===== config.mk =====
export PLATFORM = sky130hd
export DESIGN_NAME = osd_ram_writer
export DESIGN_NICKNAME = d
export VERILOG_FILES = /design/src/rtl/osd_ram_writer.sv
export SDC_FILE = /design/constraint.sdc
export NUM_CORES = 1
export LEC_CHECK = 0
export ABC_AREA = 0
export BUFFER_PORTS_ARGS = -buffer_cell sky130_fd_sc_hd__buf_2
export CAP_MARGIN = 10
export CORE_AREA = 5 5 99 101
export DETAILED_ROUTE_END_ITERATION = 10
export DIE_AREA = 0 0 104 106
export SYNTH_ARGS = -nofsm -noshare
export SYNTH_HDL_FRONTEND = slang
export SYNTH_SLANG_ARGS = --single-unit

===== constraint.sdc =====
create_clock -name clk -period 2.2 [get_ports clk]
set_input_delay 0.44 -clock clk [delete_from_list [all_inputs] [get_ports clk]]
set_output_delay 0.44 -clock clk [all_outputs]
set_load 0.01 [all_outputs]

===== src/rtl/osd_ram_writer.sv =====
// OSD bitmap writer: parses UDP payload packets into byte writes of the
// OSD bitmap RAM, and runs a full-RAM clear on command.
module osd_ram_writer #(
  parameter logic [7:0] MAGIC_WR  = 8'hA5,
  parameter logic [7:0] MAGIC_CLR = 8'h5A,
  parameter int         RAM_DEPTH = 2048,
  localparam int        AW        = $clog2(RAM_DEPTH)
) (
  input  logic          clk,
  input  logic          rst_n,
  input  logic          udp_rec_sof,
  input  logic          udp_rec_data_valid,
  input  logic [7:0]    udp_rec_data,
  output logic          ram_wr_en,
  output logic [AW-1:0] ram_wr_addr,
  output logic [7:0]    ram_wr_data,
  output logic          osd_valid,
  output logic          busy,
  output logic          pkt_done,
  output logic          pkt_err
);

  localparam int PW = AW + 1;

  typedef enum logic [2:0] {
    IDLE, OFS_H, OFS_L, LEN_H, LEN_L, PAYLOAD, CLEAR, DROP
  } state_t;

  state_t        state_q;
  state_t        hdr_d;
  logic [AW-1:0] ofs_q;
  logic [15:0]   cnt_q;
  logic [PW-1:0] ptr_q;
  logic          ovf_q;
  logic [AW-1:0] clr_q;
  logic          sof_ok;
  logic          byte_ok;
  logic          wr_ok;
  logic [15:0]   len_d;

  always_comb begin
    hdr_d = DROP;
    if (udp_rec_data == MAGIC_WR)
      hdr_d = OFS_H;
    else if (udp_rec_data == MAGIC_CLR)
      hdr_d = CLEAR;
  end

  assign byte_ok = udp_rec_data_valid;
  assign sof_ok  = udp_rec_data_valid & udp_rec_sof;
  assign len_d   = {cnt_q[15:8], udp_rec_data};
  // ovf_q is sticky so a wrapping pointer never re-enters the RAM
  assign wr_ok   = !ovf_q && (ptr_q < PW'(RAM_DEPTH));

  always_ff @(posedge clk) begin
    if (!rst_n) begin
      state_q     <= IDLE;
      ofs_q       <= '0;
      cnt_q       <= '0;
      ptr_q       <= '0;
      ovf_q       <= 1'b0;
      clr_q       <= '0;
      ram_wr_en   <= 1'b0;
      ram_wr_addr <= '0;
      ram_wr_data <= '0;
      osd_valid   <= 1'b0;
      busy        <= 1'b0;
      pkt_done    <= 1'b0;
      pkt_err     <= 1'b0;
    end else begin
      ram_wr_en <= 1'b0;
      busy      <= 1'b0;
      pkt_done  <= 1'b0;
      pkt_err   <= 1'b0;
      if (state_q == CLEAR) begin
        busy        <= 1'b1;
        ram_wr_en   <= 1'b1;
        ram_wr_addr <= clr_q;
        ram_wr_data <= 8'h00;
        clr_q       <= clr_q + AW'(1);
        if (clr_q == AW'(RAM_DEPTH - 1)) begin
          pkt_done <= 1'b1;
          state_q  <= IDLE;
        end
      end else if (sof_ok) begin
        if (state_q inside {OFS_H, OFS_L, LEN_H, LEN_L, PAYLOAD})
          pkt_err <= 1'b1;
        if (hdr_d != DROP)
          osd_valid <= 1'b0;
        clr_q   <= '0;
        state_q <= hdr_d;
      end else if (byte_ok) begin
        unique case (state_q)
          OFS_H: begin
            ofs_q   <= AW'({udp_rec_data, ofs_q[7:0]});
            state_q <= OFS_L;
          end
          OFS_L: begin
            ofs_q[7:0] <= udp_rec_data;
            state_q    <= LEN_H;
          end
          LEN_H: begin
            cnt_q[15:8] <= udp_rec_data;
            state_q     <= LEN_L;
          end
          LEN_L: begin
            cnt_q <= len_d;
            ptr_q <= {1'b0, ofs_q};
            ovf_q <= 1'b0;
            if (len_d == 16'd0) begin
              pkt_done  <= 1'b1;
              osd_valid <= 1'b1;
              state_q   <= IDLE;
            end else begin
              state_q <= PAYLOAD;
            end
          end
          PAYLOAD: begin
            if (wr_ok) begin
              ram_wr_en   <= 1'b1;
              ram_wr_addr <= ptr_q[AW-1:0];
              ram_wr_data <= udp_rec_data;
            end else begin
              ovf_q <= 1'b1;
            end
            ptr_q <= ptr_q + PW'(1);
            cnt_q <= cnt_q - 16'd1;
            if (cnt_q == 16'd1) begin
              state_q <= IDLE;
              if (wr_ok) begin
                pkt_done  <= 1'b1;
                osd_valid <= 1'b1;
              end else begin
                pkt_err <= 1'b1;
              end
            end
          end
          default: ;
        endcase
      end
    end
  end

endmodule


==> impl_metrics.py, run 1 <==
metrics = {
    "critical_path": {
        "crit_path_end_kind": "flip-flop",
        "path_cells": "inv_1 > ha_1 > or4b_4 > nor3b_4 > nand2_1 > mux2i_1 > o22ai_1",
        "crit_required_ps": 2440,
        "path_class": "reg -> reg",
        "worst-path-max-fanout": 5,
        "crit_path_max_incr_delay_ps": 520,
        "startpoint_type": "flip-flop",
        "worst-endpoint-arrival_ps": 2190,
        "cpMaxStageDelayCell": "or4b_4",
    },
    "detailed_routing": {
        "drc": 0,
        "via_per_inst": 6.05,
        "wl_um": 10900,
        "antenna_left": 0,
        "vias": 3876,
        "drtPass1Iterations": 5,
        "routedWlPerCell_um": 17.0,
        "topRoutingLayerUsed": "met4",
        "drtIter0Drc": 288,
        "dr_wl_met3_um": 798,
        "wl_met2_um": 4800,
        "drt-met1-wl_um": 5120,
    },
    "cells_and_area": {
        "drive_gt1_share_pct": 15.5,
        "final_nets": 541,
        "area_growth_syn_to_layout_pct": 11.1,
        "num_antenna_cells": 0,
    },
    "power_and_ir_drop": {
        "power_leakage_nw": 1.60,
        "peakVddDrop_uv": 315,
        "power.density_nw_per_um2": 611,
        "total_power_mw": 2.70,
    },
    "timing": {
        "finalClockSkew_ps": 13.4,
        "setup_viol_count_final": 0,
        "worst_pin_slew_ps": 560,
        "finalHoldViolations": 0,
        "maxSlewHeadroom_pct": 62.4,
        "rsz0062_at_grt": "no",
        "fmax_mhz": 511,
        "fin_tns_setup_ps": 0,
        "period_share_pct": 89.0,
        "min_period_ps": 1960,
        "hold_ws_ps": 362,
        "drv_slew": 0,
        "final.setup.worst_slack_ps": 241,
    },
    "cts": {
        "ctsResizeCount": 0,
        "path_clk_slew_ps": 90,
        "clockBufferDepth": 2,
        "insertion_delay_ps": 350,
        "hold_buffers": 0,
        "clock_sinks": 78,
        "cts_tree": "done",
        "numCtsBuffers": 9,
        "ctsHtreeMaxLevel": 3,
        "postCtsSetupRepairBufs": 0,
        "root_buffer": "clkbuf_8",
    },
    "placement": {
        "port_buffers": 35,
        "dp_slack_ps": 265,
        "dp_hpwl_um": 7720,
        "gp_congestion": 0.935,
    },
    "die": {
        "die_x_um": 104,
        "rows": 35,
        "coreArea_um2": 8930,
        "die_area_um2": 11000,
        "die_h_um": 106,
        "start_util_pct": 44.5,
        "pin_count": 36,
    },
    "synth": {
        "syn_inst": 499,
        "synth-edff-count": 0,
        "async_reset_ff_share_pct": 0,
        "syn_avg_cell_area_um2": 7.97,
        "synth_area_leaders": "dfxtp_1 (39%), nand2_1 (7.6%), a21oi_1 (6.4%)",
        "syn_area_um2": 3980,
        "synth_top_cell_by_area": "dfxtp_1",
        "synth_flop_cell": "dfxtp_1",
        "synth_top_area_share_pct": 39.3,
        "yosysWarnings": 0,
        "ys_ff_latch": 78,
        "ys_types": 63,
        "synth_nets": 515,
        "yosysSeqAreaShare_pct": 39.3,
    },
    "outcome": {
        "status": "finished clean",
    },
    "global_route": {
        "grt_max_degree": 30,
        "grt_pass1_vias": 3575,
        "grt_use_total_pct": 19.9,
        "grt-ovfl-total": 0,
        "grt_pass1_wl_um": 18200,
        "antenna_found_initial": 0,
    },
    "hold_path": {
        "min_path_type": "in -> reg",
    },
    "flow_run": {
        "drv_cap": 0,
    },
}
## Yosys cell counts (2+ instances only)
| master | n |
|---|---|
| o211ai_1 | 3 |
| nand4_1 | 6 |
| a22oi_1 | 12 |
| dfxtp_1 | 78 |
| a211oi_1 | 8 |
| ha_1 | 4 |
| o32ai_1 | 6 |
| a311oi_1 | 4 |
| or3_1 | 6 |
| and3b_1 | 2 |
| o21ai_0 | 28 |
| a31oi_1 | 4 |
| o311ai_0 | 2 |
| and3_1 | 4 |
| o221a_2 | 3 |
| a32o_1 | 2 |
| and4_1 | 4 |
| nor4b_1 | 2 |
| a41oi_1 | 2 |
| o22ai_1 | 6 |
| o221ai_1 | 2 |
| clkbuf_8 | 3 |
| xor2_1 | 2 |
| nand2b_1 | 4 |
| buf_2 | 12 |
| and2_1 | 4 |
| nor2_1 | 52 |
| o21a_1 | 2 |
| or2_2 | 3 |
| nand3b_1 | 4 |
| nand3_1 | 12 |
| nand2_1 | 80 |
| nor4_1 | 6 |
| inv_1 | 6 |
| mux2i_1 | 16 |
| nor3_1 | 8 |
| clkbuf_1 | 20 |
| a21oi_1 | 51 |
| nor2b_1 | 2 |
## path summary, 6_finish.rpt
| check | from | endpoint | slack (ps) | cells after the start |
|---|---|---|---|---|
| worst min register to register | ram_wr_addr[8]$_SDFFE_PN0P_ | ram_wr_addr[8]$_SDFFE_PN0P_ | 460 | 2 |
| worst max-delay path | cnt_q[0]$_SDFFE_PN0P_ | cnt_q[12]$_SDFFE_PN0P_ | 240 | 7 |
| worst min-delay path | udp_rec_data[4] | ram_wr_data[4]$_SDFFE_PP0P_ | 360 | 3 |
| worst max register to register | cnt_q[0]$_SDFFE_PN0P_ | cnt_q[12]$_SDFFE_PN0P_ | 240 | 7 |
## metal layers
layer,GRT usage (%),up-vias
li1,-,1870
met1,28.1,1841
met2,30.1,147
met3,3.95,18
met4,6.85,0
met5,0,-
## worst max-delay path, delay by kind of cell, from the launching register on
family | cells | cell delay, ps
fa+ha+maj | 1 | 200
buf+inv | 1 | 100
flops | 1 | 340
simple gates | 3 | 930
mux | 1 | 170
compound gates | 1 | 100
## where the power goes
part	internal [mW]	total [mW]	switching (mW)
registers	1.43	1.45	0.0277
clock network	0.425	1.01	0.587
logic	0.0870	0.231	0.144
## cell usage in the layout, fill, tap and decap left out, types with 2 or more instances in the layout
master | Yosys | routed
and2_1 | 4 | 4
o221ai_1 | 2 | 2
or3_1 | 6 | 6
buf_4 | 0 | 16
a211oi_1 | 8 | 8
clkbuf_8 | 3 | 9
nor3_1 | 8 | 8
ha_1 | 4 | 4
o221a_2 | 3 | 3
o21ai_0 | 28 | 28
nor4_1 | 6 | 6
and4_1 | 4 | 4
a21oi_1 | 51 | 51
nor2_1 | 52 | 52
nor2b_1 | 2 | 2
o22ai_1 | 6 | 6
buf_2 | 12 | 35
and3_1 | 4 | 4
nand3_1 | 12 | 12
a22oi_1 | 12 | 12
mux2i_1 | 16 | 16
o21a_1 | 2 | 2
dfxtp_1 | 78 | 78
nand4_1 | 6 | 6
a41oi_1 | 2 | 2
or2_2 | 3 | 3
a311oi_1 | 4 | 4
clkinv_4 | 0 | 3
nand3b_1 | 4 | 4
a32o_1 | 2 | 2
nand2b_1 | 4 | 4
nand2_1 | 80 | 80
and3b_1 | 2 | 2
o32ai_1 | 6 | 6
xor2_1 | 2 | 2
o211ai_1 | 3 | 3
a31oi_1 | 4 | 4
inv_1 | 6 | 6
o311ai_0 | 2 | 2
## kinds of logic after synthesis
kind of cell | synth area share, %
xor+xnor | 0.441
buf+inv | 5.19
flops | 39.3
compound gates | 23.3
simple gates | 26.3
fa+ha+maj | 1.26
mux | 4.31
## registers in the layout, summed over array words and instances, names as in the netlist, 3 cells and up
| name | cells |
|---|---|
| ofs_q | 11 |
| ram_wr_data | 8 |
| state_q | 3 |
| ram_wr_addr | 11 |
| cnt_q | 16 |
| ptr_q | 12 |
| clr_q | 11 |
## cell type report
| type | count | area (um^2) |
|---|---|---|
| clock buffer | 9 | 124 |
| clock inverter | 7 | 58.8 |
| fill | 937 | 4520 |
| inverter | 7 | 26.3 |
| multi-input combinational | 378 | 2210 |
| sequential | 78 | 1560 |
| tap | 111 | 139 |
| timing repair buffer | 51 | 295 |
## through the flow
stage / instance area, um^2 / instances / util (%)
2_1_floorplan: 3980 / 499 / -
3_3_place_gp: 4240 / 625 / 47.4
3_5_place_dp: 4240 / 625 / 47.4
4_1_cts: 4420 / 641 / 49.5
5_1_grt: 4420 / 641 / 49.5
6_report: 4420 / 641 / 49.5
Power figures use the tool's default switching activity.
==> run 2: changes to the inputs <==
--- a/config.mk
+++ b/config.mk
@@ -8,9 +8,10 @@
 export ABC_AREA = 0
 export BUFFER_PORTS_ARGS = -buffer_cell sky130_fd_sc_hd__buf_2
 export CAP_MARGIN = 10
-export CORE_AREA = 5 5 99 101
+export CORE_AREA = 5 5 89 91
 export DETAILED_ROUTE_END_ITERATION = 10
-export DIE_AREA = 0 0 104 106
+export DIE_AREA = 0 0 94 96
+export PLACE_DENSITY = 0.77
 export SYNTH_ARGS = -nofsm -noshare
 export SYNTH_HDL_FRONTEND = slang
 export SYNTH_SLANG_ARGS = --single-unit
==> impl_metrics.py, run 2 (synthesis results as in run 1) <==
metrics = {
    "cts": {
        "path_clk_slew_ps": 90,
        "postCtsSetupRepairBufs": 0,
        "clock_sinks": 78,
        "insertion_delay_ps": 360,
        "hold_buffers": 0,
        "cts_tree": "done",
        "ctsResizeCount": 0,
        "ctsHtreeMaxLevel": 3,
        "numCtsBuffers": 9,
        "clockBufferDepth": 2,
        "root_buffer": "clkbuf_8",
    },
    "timing": {
        "period_share_pct": 89.5,
        "min_period_ps": 1970,
        "setup_viol_count_final": 0,
        "maxSlewHeadroom_pct": 59.4,
        "finalClockSkew_ps": 9.09,
        "fmax_mhz": 508,
        "finalHoldViolations": 0,
        "drv_slew": 0,
        "worst_pin_slew_ps": 604,
        "fin_tns_setup_ps": 0,
        "rsz0062_at_grt": "no",
    },
    "hold_path": {
        "hold_depth": 3,
        "hold_end": "ram_wr_data[4]$_SDFFE_PP0P_",
        "min_path_type": "in -> reg",
        "hp-start": "udp_rec_data[4]",
    },
    "critical_path": {
        "worst-path-max-fanout": 5,
        "r2r-start": "cnt_q[0]$_SDFFE_PN0P_",
        "path_cells": "inv_1 > ha_1 > or4b_4 > nor3b_4 > nand2_1 > mux2i_1 > o22ai_1",
        "startpoint_type": "flip-flop",
        "path_class": "reg -> reg",
        "rr_endpoint": "cnt_q[12]$_SDFFE_PN0P_",
        "crit_required_ps": 2450,
        "r2r_cells": 7,
        "r2r_slack_ps": 230,
        "cp_num_buf_inv": 1,
        "cpMaxStageDelayCell": "or4b_4",
        "worst-endpoint-arrival_ps": 2220,
        "crit_path_max_incr_delay_ps": 530,
        "cp_top_family": "simple AND/OR/NAND/NOR gates",
        "crit_path_end_kind": "flip-flop",
    },
    "die": {
        "coreArea_um2": 7060,
        "die_x_um": 94,
        "die_h_um": 96,
        "pin_count": 36,
        "rows": 31,
        "start_util_pct": 56.3,
        "die_area_um2": 9020,
    },
    "detailed_routing": {
        "antenna_left": 0,
        "routedWlPerCell_um": 17.3,
        "via_per_inst": 6.24,
        "drc": 0,
        "wl_um": 10900,
        "vias": 3923,
        "drtIter0Drc": 331,
        "drtPass1Iterations": 5,
    },
    "cells_and_area": {
        "area_growth_syn_to_layout_pct": 11.1,
        "final_common_cell": "nand2_1",
        "postLayoutCellArea_um2": 4420,
        "largest_reg_flops": 16,
        "top_register": "cnt_q",
        "final_nets": 541,
        "drive_gt1_share_pct": 15.5,
        "largest_registers": "cnt_q x16, ptr_q x12",
        "final_cell_mix": "nand2_1 (80), dfxtp_1 (78), nor2_1 (52)",
        "num_antenna_cells": 0,
    },
    "placement": {
        "port_buffers": 35,
        "gp_congestion": 0.904,
        "dp_hpwl_um": 7520,
        "dpl_cell_area_um2": 4230,
    },
    "global_route": {
        "antenna_found_initial": 0,
        "grt_pass1_vias": 3628,
        "grt_max_degree": 32,
        "grt-ovfl-total": 0,
        "grt_use_total_pct": 25.1,
        "grt_pass1_wl_um": 17900,
    },
    "power_and_ir_drop": {
        "peakVddDrop_uv": 514,
        "power.density_nw_per_um2": 613,
        "power_leakage_nw": 1.61,
    },
    "flow_run": {
        "drv_cap": 0,
    },
    "outcome": {
        "status": "finished clean",
    },
}
run 2: worst register-to-register path, cell delays in order (launching register included):
cell     delay [ps]
dfxtp_1         350
inv_1           100
ha_1            230
or4b_4          530
nor3b_4         290
nand2_1         100
mux2i_1         160
o22ai_1         100
run 2: through the flow:
stage | total power, mW | setup slack, ps | std cells | utilization (%) | hold slack, ps
floorplan | 1.64 | 433 | 499 | - | 448
global placement | 1.71 | 307 | 613 | 60.0 | 443
detailed placement | 1.72 | 252 | 613 | 60.0 | 444
CTS | 2.70 | 238 | 629 | 62.5 | 354
global route | 2.79 | 81.2 | 629 | 62.5 | 363
finish | 2.71 | 230 | 629 | 62.5 | 357
run 2: how the worst max path moves through the flow:
stage	to	cells past startpoint	startpoint	slack, ps
3_3_place_gp	osd_valid$_SDFFE_PN0P_	6	udp_rec_data[1]	310
6_report	cnt_q[12]$_SDFFE_PN0P_	7	cnt_q[0]$_SDFFE_PN0P_	230
4_1_cts	cnt_q[12]$_SDFFE_PN0P_	7	cnt_q[0]$_SDFFE_PN0P_	240
5_1_grt	ptr_q[11]$_SDFFE_PN0P_	5	state_q[2]$_SDFFE_PN0P_	80
2_1_floorplan	cnt_q[12]$_SDFFE_PN0P_	7	cnt_q[0]$_SDFFE_PN0P_	430
3_5_place_dp	cnt_q[12]$_SDFFE_PN0P_	7	cnt_q[0]$_SDFFE_PN0P_	250
run 2: layer usage:
| layer | GRT usage (%) | part of all wire (%) | vias to the layer above | routed length, um |
|---|---|---|---|---|
| met2 | 38.9 | 46 | 175 | 5000 |
| met3 | 4.77 | 7.0 | 34 | 756 |
| met1 | 33.3 | 44 | 1846 | 4760 |
| li1 | - | - | 1868 | - |
| met4 | 12.8 | 3.2 | 0 | 350 |
| met5 | 0 | 0 | - | 0 |
run 2: layout make-up:
| type | instances | area (um^2) |
|---|---|---|
| clock buffer | 9 | 124 |
| inverter | 7 | 26.3 |
| fill | 657 | 2640 |
| timing repair buffer | 51 | 308 |
| tap | 99 | 124 |
| clock inverter | 7 | 58.8 |
| multi-input combinational | 378 | 2210 |
| sequential | 78 | 1560 |
run 2: power by group:
part           switching [mW]  total, mW  internal [mW]
sequential             0.0291       1.46           1.43
clock                   0.590       1.01          0.425
combinational           0.145      0.235         0.0901
total                   0.763       2.71           1.94
